[src/rtl/plot_pkg.sv]
// Shared types and default constants for the plot sequencer and its round timer.
package plot_pkg;

    typedef enum logic [1:0] {
        IDLE = 2'd0,
        RUN  = 2'd1,
        DONE = 2'd2
    } plot_state_e;

    localparam int DEF_X_W       = 8;
    localparam int DEF_Y_W       = 7;
    localparam int DEF_COLOUR_W  = 3;
    localparam int DEF_X_MAX     = 160;
    localparam int DEF_Y_MAX     = 120;
    localparam int DEF_TIMER_ROW = 119;
    localparam int DEF_TIMER_STEPS = 159;

    localparam logic [11:0] DEF_PLAYER_COLOURS = {3'b110, 3'b100, 3'b010, 3'b001};
    localparam logic [2:0]  DEF_TIMER_COLOUR   = 3'b111;

    // Width of a slot index able to name every player plus the timer slot.
    function automatic int slot_width(input int n_players);
        return $clog2(n_players + 1);
    endfunction

endpackage

[src/rtl/plot_sequencer_if.sv]
// Pixel plot stream between the sequencer (master) and the frame-buffer write port (slave).
interface plot_sequencer_if
    import plot_pkg::*;
#(
    parameter int X_W      = DEF_X_W,
    parameter int Y_W      = DEF_Y_W,
    parameter int COLOUR_W = DEF_COLOUR_W,
    parameter int SLOT_W   = 3
);
    logic [X_W-1:0]      x;
    logic [Y_W-1:0]      y;
    logic [COLOUR_W-1:0] colour;
    logic                plot_valid;
    logic                plot_ready;
    logic [SLOT_W-1:0]   slot;

    modport master (output x, y, colour, plot_valid, slot, input plot_ready);
    modport slave  (input x, y, colour, plot_valid, slot, output plot_ready);
endinterface

[src/rtl/plot_sequencer_round_timer.sv]
// Round timer: IDLE/RUN/DONE FSM, timer bar column and the end-of-round pulse.
module round_timer
    import plot_pkg::*;
#(
    parameter int X_W         = DEF_X_W,
    parameter int TIMER_STEPS = DEF_TIMER_STEPS
) (
    input  logic           CLOCK_50,
    input  logic           resetn,
    input  logic           start,
    input  logic           timer_tick,
    output logic           running,
    output logic           round_done,
    output logic           last_tick,
    output logic [X_W-1:0] timer_x
);

    localparam logic [X_W-1:0] TIMER_LAST = X_W'(TIMER_STEPS - 1);

    if (TIMER_STEPS < 1 || TIMER_STEPS > (1 << X_W)) begin : g_bad_steps
        $error("round_timer: TIMER_STEPS must lie in 1..2**X_W");
    end

    plot_state_e    state_r, state_nxt_s;
    logic [X_W-1:0] timer_x_r, timer_x_nxt_s;
    logic           round_done_r, round_done_nxt_s;
    logic           at_last_s;

    // State register: FSM state, bar column and end-of-round pulse.
    always_ff @(posedge CLOCK_50) begin
        if (!resetn) begin
            state_r      <= IDLE;
            timer_x_r    <= '0;
            round_done_r <= 1'b0;
        end else begin
            state_r      <= state_nxt_s;
            timer_x_r    <= timer_x_nxt_s;
            round_done_r <= round_done_nxt_s;
        end
    end

    // Next state: start launches a round, the tick at the last column closes it.
    always_comb begin
        state_nxt_s      = state_r;
        timer_x_nxt_s    = timer_x_r;
        round_done_nxt_s = 1'b0;
        at_last_s        = (timer_x_r == TIMER_LAST);
        case (state_r)
            IDLE, DONE: begin
                if (start) begin
                    state_nxt_s   = RUN;
                    timer_x_nxt_s = '0;
                end else begin
                    state_nxt_s   = state_r;
                end
            end
            RUN: begin
                if (timer_tick && at_last_s) begin
                    state_nxt_s      = DONE;
                    round_done_nxt_s = 1'b1;
                end else if (timer_tick) begin
                    timer_x_nxt_s = timer_x_r + X_W'(1);
                end else begin
                    timer_x_nxt_s = timer_x_r;
                end
            end
            default: begin
                state_nxt_s   = IDLE;
                timer_x_nxt_s = '0;
            end
        endcase
    end

    // Outputs decoded from registered state; last_tick lets the sequencer drop its pixel.
    always_comb begin
        running    = (state_r == RUN);
        round_done = round_done_r;
        timer_x    = timer_x_r;
        last_tick  = (state_r == RUN) && timer_tick && (timer_x_r == TIMER_LAST);
    end

endmodule

[src/rtl/plot_sequencer.sv]
// Round-robin plot sequencer: serialises player heads plus the timer bar pixel into one stream.
module plot_sequencer
    import plot_pkg::*;
#(
    parameter int N_PLAYERS = 4,
    parameter int X_W       = DEF_X_W,
    parameter int Y_W       = DEF_Y_W,
    parameter int COLOUR_W  = DEF_COLOUR_W,
    parameter int X_MAX     = DEF_X_MAX,
    parameter int Y_MAX     = DEF_Y_MAX,
    parameter logic [N_PLAYERS*COLOUR_W-1:0] PLAYER_COLOURS = DEF_PLAYER_COLOURS,
    parameter logic [COLOUR_W-1:0]           TIMER_COLOUR   = DEF_TIMER_COLOUR,
    parameter int TIMER_ROW   = DEF_TIMER_ROW,
    parameter int TIMER_STEPS = DEF_TIMER_STEPS
) (
    input  logic                           CLOCK_50,
    input  logic                           resetn,
    input  logic                           start,
    input  logic                           timer_tick,
    input  logic [N_PLAYERS*(X_W+Y_W)-1:0] positions,
    input  logic [N_PLAYERS-1:0]           alive,
    plot_sequencer_if.master               plot,
    output logic                           running,
    output logic                           round_done,
    output logic [X_W-1:0]                 timer_x
);

    localparam int SLOT_W = slot_width(N_PLAYERS);
    localparam int XY_W   = X_W + Y_W;

    if (N_PLAYERS < 1 || N_PLAYERS > 8) begin : g_bad_players
        $error("plot_sequencer: N_PLAYERS must lie in 1..8");
    end

    logic                last_tick_s;
    logic                launch_s, advance_s, is_timer_s, on_screen_s, hit_s;
    logic [SLOT_W-1:0]   ptr_r, ptr_nxt_s, slot_r;
    logic [XY_W-1:0]     sel_pos_s;
    logic [COLOUR_W-1:0] sel_colour_s, load_colour_s, colour_r;
    logic                sel_alive_s, load_valid_s, plot_valid_r;
    logic [X_W-1:0]      pos_x_s, load_x_s, x_r;
    logic [Y_W-1:0]      pos_y_s, load_y_s, y_r;

    round_timer #(
        .X_W         (X_W),
        .TIMER_STEPS (TIMER_STEPS)
    ) u_round_timer (
        .CLOCK_50   (CLOCK_50),
        .resetn     (resetn),
        .start      (start),
        .timer_tick (timer_tick),
        .running    (running),
        .round_done (round_done),
        .last_tick  (last_tick_s),
        .timer_x    (timer_x)
    );

    // Player mux: one-hot OR of the slot the pointer names (all zero on the timer slot).
    always_comb begin
        sel_pos_s    = '0;
        sel_colour_s = '0;
        sel_alive_s  = 1'b0;
        hit_s        = 1'b0;
        for (int i = 0; i < N_PLAYERS; i++) begin
            hit_s        = (ptr_r == SLOT_W'(i));
            sel_pos_s    = sel_pos_s | (positions[i*XY_W +: XY_W] & {XY_W{hit_s}});
            sel_colour_s = sel_colour_s | (PLAYER_COLOURS[i*COLOUR_W +: COLOUR_W] & {COLOUR_W{hit_s}});
            sel_alive_s  = sel_alive_s | (alive[i] & hit_s);
        end
    end

    // Pixel to load on an advance; dead or off-screen players become bubbles.
    always_comb begin
        pos_x_s       = sel_pos_s[XY_W-1 -: X_W];
        pos_y_s       = sel_pos_s[Y_W-1:0];
        is_timer_s    = (ptr_r == SLOT_W'(N_PLAYERS));
        on_screen_s   = sel_alive_s
                        && ({1'b0, pos_x_s} < (X_W+1)'(X_MAX))
                        && ({1'b0, pos_y_s} < (Y_W+1)'(Y_MAX));
        load_x_s      = is_timer_s ? timer_x : pos_x_s;
        load_y_s      = is_timer_s ? Y_W'(TIMER_ROW) : pos_y_s;
        load_colour_s = is_timer_s ? TIMER_COLOUR : sel_colour_s;
        load_valid_s  = is_timer_s || on_screen_s;
        ptr_nxt_s     = is_timer_s ? '0 : ptr_r + SLOT_W'(1);
        launch_s      = start && !running;
        advance_s     = running && (!plot_valid_r || plot.plot_ready);
    end

    // Output register: round end drops the pixel, launch rewinds, advance loads the next slot.
    always_ff @(posedge CLOCK_50) begin
        if (!resetn) begin
            ptr_r        <= '0;
            slot_r       <= '0;
            x_r          <= '0;
            y_r          <= '0;
            colour_r     <= '0;
            plot_valid_r <= 1'b0;
        end else if (last_tick_s) begin
            plot_valid_r <= 1'b0;
        end else if (launch_s) begin
            ptr_r        <= '0;
            plot_valid_r <= 1'b0;
        end else if (advance_s) begin
            ptr_r        <= ptr_nxt_s;
            slot_r       <= ptr_r;
            x_r          <= load_x_s;
            y_r          <= load_y_s;
            colour_r     <= load_colour_s;
            plot_valid_r <= load_valid_s;
        end
    end

    assign plot.x          = x_r;
    assign plot.y          = y_r;
    assign plot.colour     = colour_r;
    assign plot.plot_valid = plot_valid_r;
    assign plot.slot       = slot_r;

endmodule

[src/flat_wrapper.sv]
// flat-port wrapper written by rule: the top's interface ports become plain ports
module plot_sequencer_flat import plot_pkg::*;
#(
    parameter int N_PLAYERS = 4,
    parameter int X_W       = DEF_X_W,
    parameter int Y_W       = DEF_Y_W,
    parameter int COLOUR_W  = DEF_COLOUR_W,
    parameter int X_MAX     = DEF_X_MAX,
    parameter int Y_MAX     = DEF_Y_MAX,
    parameter logic [N_PLAYERS*COLOUR_W-1:0] PLAYER_COLOURS = DEF_PLAYER_COLOURS,
    parameter logic [COLOUR_W-1:0]           TIMER_COLOUR   = DEF_TIMER_COLOUR,
    parameter int TIMER_ROW   = DEF_TIMER_ROW,
    parameter int TIMER_STEPS = DEF_TIMER_STEPS
)
  (CLOCK_50, resetn, start, timer_tick, positions, alive, running, round_done, timer_x, plot_x, plot_y, plot_colour, plot_plot_valid, plot_slot, plot_plot_ready);
  plot_sequencer_if #(.X_W(X_W), .Y_W(Y_W), .COLOUR_W(COLOUR_W), .SLOT_W((3))) plot_i ();
  input  logic CLOCK_50;
  input  logic resetn;
  input  logic start;
  input  logic timer_tick;
  input  logic [N_PLAYERS*(X_W+Y_W)-1:0] positions;
  input  logic [N_PLAYERS-1:0] alive;
  output logic running;
  output logic round_done;
  output logic [X_W-1:0] timer_x;
  output wire logic [$bits(plot_i.x)-1:0] plot_x;
  output wire logic [$bits(plot_i.y)-1:0] plot_y;
  output wire logic [$bits(plot_i.colour)-1:0] plot_colour;
  output wire logic [$bits(plot_i.plot_valid)-1:0] plot_plot_valid;
  output wire logic [$bits(plot_i.slot)-1:0] plot_slot;
  input wire logic [$bits(plot_i.plot_ready)-1:0] plot_plot_ready;
  assign plot_x = plot_i.x;
  assign plot_y = plot_i.y;
  assign plot_colour = plot_i.colour;
  assign plot_plot_valid = plot_i.plot_valid;
  assign plot_slot = plot_i.slot;
  assign plot_i.plot_ready = plot_plot_ready;
  plot_sequencer #(.N_PLAYERS(N_PLAYERS), .X_W(X_W), .Y_W(Y_W), .COLOUR_W(COLOUR_W), .X_MAX(X_MAX), .Y_MAX(Y_MAX), .PLAYER_COLOURS(PLAYER_COLOURS), .TIMER_COLOUR(TIMER_COLOUR), .TIMER_ROW(TIMER_ROW), .TIMER_STEPS(TIMER_STEPS)) u_core (.CLOCK_50(CLOCK_50), .resetn(resetn), .start(start), .timer_tick(timer_tick), .positions(positions), .alive(alive), .plot(plot_i), .running(running), .round_done(round_done), .timer_x(timer_x));
endmodule
[config.mk]
export PLATFORM = sky130hd
export DESIGN_NAME = plot_sequencer_flat
export DESIGN_NICKNAME = d
export VERILOG_FILES = /design/src/rtl/plot_pkg.sv /design/src/rtl/plot_sequencer_if.sv /design/src/rtl/plot_sequencer_round_timer.sv /design/src/rtl/plot_sequencer.sv /design/src/flat_wrapper.sv
export SDC_FILE = /design/constraint.sdc
export NUM_CORES = 1
export LEC_CHECK = 0
export CORE_MARGIN = 4
export CORE_UTILIZATION = 45
export CTS_BUF_LIST = sky130_fd_sc_hd__clkbuf_16
export CTS_CLUSTER_SIZE = 30
export DETAILED_ROUTE_END_ITERATION = 10
export PLACE_DENSITY = 0.92
export SYNTH_ARGS = -nofsm -noshare
export SYNTH_HDL_FRONTEND = slang
export SYNTH_SLANG_ARGS = --single-unit
export TNS_END_PERCENT = 1
[constraint.sdc]
create_clock -name CLOCK_50 -period 3.1 [get_ports CLOCK_50]
set_input_delay 0.465 -clock CLOCK_50 [delete_from_list [all_inputs] [get_ports CLOCK_50]]
set_output_delay 0.465 -clock CLOCK_50 [all_outputs]
set_load 0.02 [all_outputs]
==> metrics.txt, run 1 <==
Port Buf Inserts 100; RSZ-0062 raised after global routing no; Fin Setup TNS 0 ns; Top FF cell, synth dfxtp_1; Crit path max-delay family simple AND/OR/NAND/NOR gates; count of cell types in the netlist 45; Post-CTS Setup Bufs 0; clk root buf clkbuf_16; Fillers 351; fin. max-slew vios 0; YS warnings 0; CP Data Required Time 3.32 ns; Hold Fails Final Rpt 0; Reg area around 720 um^2; CTS Sinks 36; endpoints failing setup 0; vias in the first global route 2411; fin crit share 77.57%; GR peak layer met2; Final Critical Period 2.405 ns; status finished clean; met3 GRT Util roughly 5.7%; largest net degree at the start of global routing 30; ant diodes 0; met2 Track Usage GR 42.83%; die height slightly below 80 um; DPL Wire Length 5407 um; CP Class register to register; actual slew at the worst max-slew pin 0.7679 ns; max-cap violations 0; switch share between 20 and 30%; Worst VDD drop 0.3561 mV; vias 2445; Clock Latency Late Sink 0.28 ns; Buf+Inv Stages, Crit Path 1; synthesized instance count 258; met1 Use GR around 29%; HP Class register to register; first-pass GRT wire length 11790 um; Arr. time, crit path about 2.6 ns; nets between 400 and 500; Post-DRT Antenna Nets 0; internal power 0.9616 mW; Worst path max stage delay 0.47 ns; Critical Path End Type register; number of cell rows 24; Psw 0.3722 mW; die footprint 5962 um^2; min-delay src u_core.plot.x[3]$_SDFFE_PN0P_; DIE WIDTH 77.22 um; worst-path fanout max 19; crit-path cells inv_1, ha_1, nand2_2, nand3_1, nor2_2, a22oi_1, nor2b_1; I/O pins 101; clk_skew 0.005516 ns; CP startpoint kind register; vias per cell 6.052; most common cell after layout, fill and taps aside clkdlybuf4s50_1; WL per Instance 18.39 um; cts-stage hold buffer count 0; Synth Cell Area 2156 um^2; total track usage 24.55%; Seq/Total Area, Yosys 33.43%; CTS max path bufs 2; CTS-repair resized insts 0; cts bufs inserted 5; CP max stage cell ha_1; Max Clk Rate 415.9 MHz; CP startpoint u_core.ptr_r[0]$_SDFFE_PN0P_; core area 4504 um^2; initial antenna violation count 0; number of synthesized flops with an enable pin 0; drt total wl 7428 um; power share of the clock group between 30% and 40%; Post-Syn Nets roughly 330; tightest hold margin approximately 0.45 ns; CTS tree built; Reg power frac 38.0%; worst reg2reg startpoint u_core.ptr_r[0]$_SDFFE_PN0P_; DRC 0; Mapped Avg Cell Area ~8.4 um^2; Post-synth ARST share 0%; Placer Congestion approximately 0.83; total power draw 1.334 mW; Iter 0 DRT Violations 288; Leak 1.171 nW; Starting Density a little under half; P&R area growth vs syn 52.35%; Comb power frac around 26%; area occupied by multi-input gates 1299 um^2; first-pass iteration count of the detailed router 7; share of cells above drive strength 1 6.250%; CTS clk-pin slew, worst paths roughly 0.06 ns; FF+latch count, synth 36; PD cells 406.1 nW/um^2; remaining global-route overflow 0; CTS H-tree lvls 2; most frequent cells in the layout clkdlybuf4s50_1, dfxtp_1, nand2_1; Slew HR between 40% and 50%
## per-layer routing
layer / vias up / wire, um
met3: 20 / 543
li1: 1144 / -
met2: 127 / 3600
met1: 1154 / 3057
met4: 0 / 227
met5: - / 0
## flip-flops by register name, summed over array words and instances (netlist names)
name and cells:
u_core.plot.colour 3, u_core.u_round_timer.timer_x 8, u_core.ptr_r 3, u_core.u_round_timer.round_done 1, u_core.plot.y 7, u_core.plot.slot 3, u_core.plot.plot_valid 1, u_core.u_round_timer.state_r 2
u_core.plot.x 8
## through the flow
| step | area [um^2] | worst slack, ns | util [%] | cells |
|---|---|---|---|---|
| after floorplan | 2156 | 1.232 | - | 258 |
| after global placement | 3142 | 0.7099 | 69.75 | 396 |
| after detailed placement | 3142 | 0.6659 | 69.75 | 396 |
| after CTS | 3284 | 0.7582 | 72.92 | 404 |
| after global routing | 3284 | 0.5095 | 72.92 | 404 |
| final | 3284 | 0.6953 | 72.92 | 404 |
## layout make-up
type	count	area share, %
clock buffers	5	3.810
multi-input cells	195	39.54
clock inverters	3	0.5333
repair buffers	102	30.93
flip-flops and latches	36	21.94
well taps	52	1.981
inverters	11	1.257
## cells in the mapped netlist, types with 2 or more instances
cell type | number | area share [%]
a21oi_1 | 20 | 4.6
o211a_1 | 3 | 1.4
a21boi_1 | 8 | 2.8
clkbuf_1 | 6 | 1.0
a22oi_1 | 6 | 2.1
nand2_1 | 32 | 5.6
o22ai_1 | 2 | 0.58
o21ai_0 | 16 | 3.7
nor2b_1 | 10 | 2.9
nand2b_1 | 3 | 0.87
nand3_1 | 10 | 2.3
dfxtp_1 | 36 | 33
a222oi_1 | 13 | 6.0
buf_6 | 2 | 1.0
inv_1 | 11 | 1.9
nor3_1 | 2 | 0.46
xnor2_1 | 6 | 2.4
ha_1 | 7 | 4.1
o2111ai_1 | 2 | 0.81
a21boi_0 | 5 | 1.7
buf_2 | 7 | 1.6
o211ai_1 | 9 | 3.1
a211oi_1 | 3 | 1.0
and3_2 | 3 | 1.0
nor2_1 | 15 | 2.6
o31ai_1 | 2 | 0.70
## power by group through the flow
stage	combinational (mW)	sequential (mW)	clock [mW]
6_report	0.341	0.507	0.486
5_1_grt	0.365	0.510	0.510
4_1_cts	0.339	0.507	0.492
3_5_place_dp	0.336	0.516	0
3_3_place_gp	0.329	0.515	0
2_1_floorplan	0.145	0.541	0
## worst register-to-register path, stage by stage (launching register included)
cell	delay [ns]
dfxtp_1	0.44
inv_1	0.11
ha_1	0.47
nand2_2	0.33
nand3_1	0.21
nor2_2	0.46
a22oi_1	0.19
nor2b_1	0.13
## path summary, 6_finish.rpt
kind	to	slack, ns	cells after the start
hold reg to reg	u_core.plot.x[3]$_SDFFE_PN0P_	0.45	2
setup / recovery	u_core.ptr_r[1]$_SDFFE_PN0P_	0.70	7
hold / removal	u_core.plot.x[3]$_SDFFE_PN0P_	0.45	2
setup reg to reg	u_core.ptr_r[1]$_SDFFE_PN0P_	0.70	7
## cell families (layout without fill, tap and decap cells)
kind of cell               Yosys count  in the layout  share of synthesized area [%]
AOI/OAI and AO/OA                   96             96                          33.26
and+or+nand+nor                     86             86                          20.49
DFF                                 36             36                          33.43
buffers and inverters               27            121                          6.326
adders and majority gates            7              7                          4.062
xor gates and xnor gates             6              6                          2.438
Power figures use the tool's default switching activity.
==> run 2: changes to the inputs <==
--- a/config.mk
+++ b/config.mk
@@ -6,11 +6,11 @@
 export NUM_CORES = 1
 export LEC_CHECK = 0
 export CORE_MARGIN = 4
-export CORE_UTILIZATION = 45
+export CORE_UTILIZATION = 37
 export CTS_BUF_LIST = sky130_fd_sc_hd__clkbuf_16
 export CTS_CLUSTER_SIZE = 30
 export DETAILED_ROUTE_END_ITERATION = 10
-export PLACE_DENSITY = 0.92
+export PLACE_DENSITY = 0.81
 export SYNTH_ARGS = -nofsm -noshare
 export SYNTH_HDL_FRONTEND = slang
 export SYNTH_SLANG_ARGS = --single-unit
==> constraint.sdc (replaced) <==
create_clock -name CLOCK_50 -period 2.1 [get_ports CLOCK_50]
set_input_delay 0.315 -clock CLOCK_50 [delete_from_list [all_inputs] [get_ports CLOCK_50]]
set_output_delay 0.315 -clock CLOCK_50 [all_outputs]
set_load 0.02 [all_outputs]
==> run 2 against run 1 <==
Power grew 60%. Routed wire length grew 3.3%. Global-route usage shrank 3.9 points. Register-to-register slack lost 0.54 ns. Setup slack lost 0.54 ns. Non-clock buffer count grew 21. Via count grew 1.3%. Sequential power grew 47%. Clock power grew 71%. Critical path type unchanged.
==> metrics.txt, run 2 (same netlist as run 1, synthesis figures left out) <==
status finished clean; DRC 0 (unchanged); CTS H-tree lvls 2 (unchanged); worst-path fanout max 12 (-7); Fillers 479 (+36%); initial antenna violation count 0 (unchanged); Leak 1.288 nW (+10%); first-pass iteration count of the detailed router 5 (-2); CTS tree built; Clock Latency Late Sink 0.28 ns (about the same); most frequent cells in the layout clkdlybuf4s50_1, dfxtp_1, nand2_1; total track usage 20.66% (-3.9 points); Post-DRT Antenna Nets 0 (unchanged); Crit path max-delay family compound AO/OA/AOI/OAI gates; Iter 0 DRT Violations 196 (-32%); Port Buf Inserts 100 (unchanged); Layout Cells excl Fill 445 (+10%); nets 448 (+4.9%); fin. max-slew vios 0 (unchanged); share of cells above drive strength 1 12.33% (+6.1 points); CP Class register to register; Fin Setup TNS 0 ns (unchanged); CTS max path bufs 2 (unchanged); CP startpoint kind register; HP Class register to register; largest net degree at the start of global routing 28 (-6.7%); Slew HR 68.43% (+20 points); clk root buf clkbuf_16; P&R area growth vs syn 62.16%; Starting Density 38.68% (-9.2 points); Final Critical Period 1.948 ns (-0.4567 ns); Worst VDD drop 0.5197 mV (+46%); first-pass GRT wire length 12210 um (+3.5%); Buf+Inv Stages, Crit Path 1 (unchanged); max-cap violations 0 (unchanged); cts bufs inserted 5 (unchanged); Max Clk Rate 513.4 MHz (+23%); crit-path cells inv_1, ha_2, a222oi_1, o22ai_1, a21oi_1, o2111ai_1, nand2_1; WL per Instance 17.24 um (-6.3%); DPL Wire Length 5763 um (+6.6%); Hold Fails Final Rpt 0 (unchanged); CP Data Required Time 2.32 ns (-1.00 ns); ant diodes 0 (unchanged); Worst path max stage delay 0.50 ns (+0.03 ns); Placer Congestion 0.8792 (+5.7%); vias 2477 (+1.3%); CTS Sinks 36 (unchanged); Arr. time, crit path 2.16 ns (-0.46 ns); remaining global-route overflow 0 (unchanged); DIE WIDTH 84.33 um (+9.2%); PD cells 608.8 nW/um^2 (+50%); endpoints failing setup 0 (unchanged); placed insts 433 (+9.3%); core area 5574 um^2 (+24%); vias per cell 5.566 (-8.0%); number of cell rows 27 (+13%); vias in the first global route 2495 (+3.5%); I/O pins 101 (unchanged); clk_skew 0.006100 ns (+0.0005837 ns); CP max stage cell a222oi_1; fin crit share 92.76% (+15 points); drt total wl 7670 um (+3.3%); CTS clk-pin slew, worst paths 0.06 ns (about the same); most common cell after layout, fill and taps aside clkdlybuf4s50_1; actual slew at the worst max-slew pin 0.4735 ns (-0.2945 ns); Critical Path End Type register; die footprint 7112 um^2 (+19%); die height 84.33 um (+9.2%)
==> run 2: changes by cell type in the layout (fill, tap and decap cells not counted), sizes merged <==
| cell | previous run | this run |
|---|---|---|
| buf | 2 | 23 |
| bufinv | 0 | 1 |
| clkinv | 2 | 1 |
==> run 2: power breakdown <==
group | internal (mW) | switching [mW] | total, mW
clock | 0.553 | 0.278 | 0.831
sequential | 0.721 | 0.0247 | 0.746
combinational | 0.295 | 0.256 | 0.551
==> run 2: path summary, 6_finish.rpt <==
| check | from | endpoint | slack, ns | cells past startpoint |
|---|---|---|---|---|
| max | u_core.ptr_r[1]$_SDFFE_PN0P_ | u_core.plot.plot_valid$_SDFFE_PP0P_ | 0.15 | 7 |
| min | u_core.plot.colour[0]$_SDFFE_PN0P_ | u_core.plot.colour[0]$_SDFFE_PN0P_ | 0.46 | 2 |
| max reg2reg | u_core.ptr_r[1]$_SDFFE_PN0P_ | u_core.plot.plot_valid$_SDFFE_PP0P_ | 0.15 | 7 |
| min reg2reg | u_core.plot.colour[0]$_SDFFE_PN0P_ | u_core.plot.colour[0]$_SDFFE_PN0P_ | 0.46 | 2 |
==> run 2: repair_timing <==
item | CTS | global route
buffers inserted | 0 | 4
hold endpoints to repair | 0 | 0
resized for setup | 0 | 3
hold buffers | 0 | 0
endpoints found under the setup margin | 0 | 3
==> run 2: worst min-delay path, cell delays in order (launching register included) <==
cell	delay [ns]
dfxtp_1	0.31
nand2_1	0.05
a21boi_1	0.05
==> run 2: layout make-up <==
class	instances	area [um^2]	area share, %
clock buffer	5	125.1	3.579
multi-input combinational	195	1306	37.37
clock inverter	3	38.79	1.110
sequential	36	720.7	20.62
tap	72	90.09	2.577
inverter	11	41.29	1.181
timing repair buffer	123	1174	33.57
==> run 2: through the flow <==
stage	setup slack, ns	util (%)	cell area, um^2	power [mW]	hold slack (ns)
floorplan	0.2320	-	2156	1.013	0.4753
global placement	0.1268	59.10	3294	1.279	0.4463
detailed placement	0.05920	59.10	3294	1.288	0.4511
CTS	0.03456	62.04	3458	2.113	0.4598
global route	-0.02163	62.72	3496	2.200	0.4757
finish	0.1520	62.72	3496	2.128	0.4575
==> run 2: layer usage <==
| metal | wire, um | GRT usage (%) |
|---|---|---|
| met1 | 3347 | 25.76 |
| met2 | 3752 | 36.08 |
| met3 | 501 | 4.907 |
| met4 | 70 | 4.748 |
| met5 | 0 | 0 |
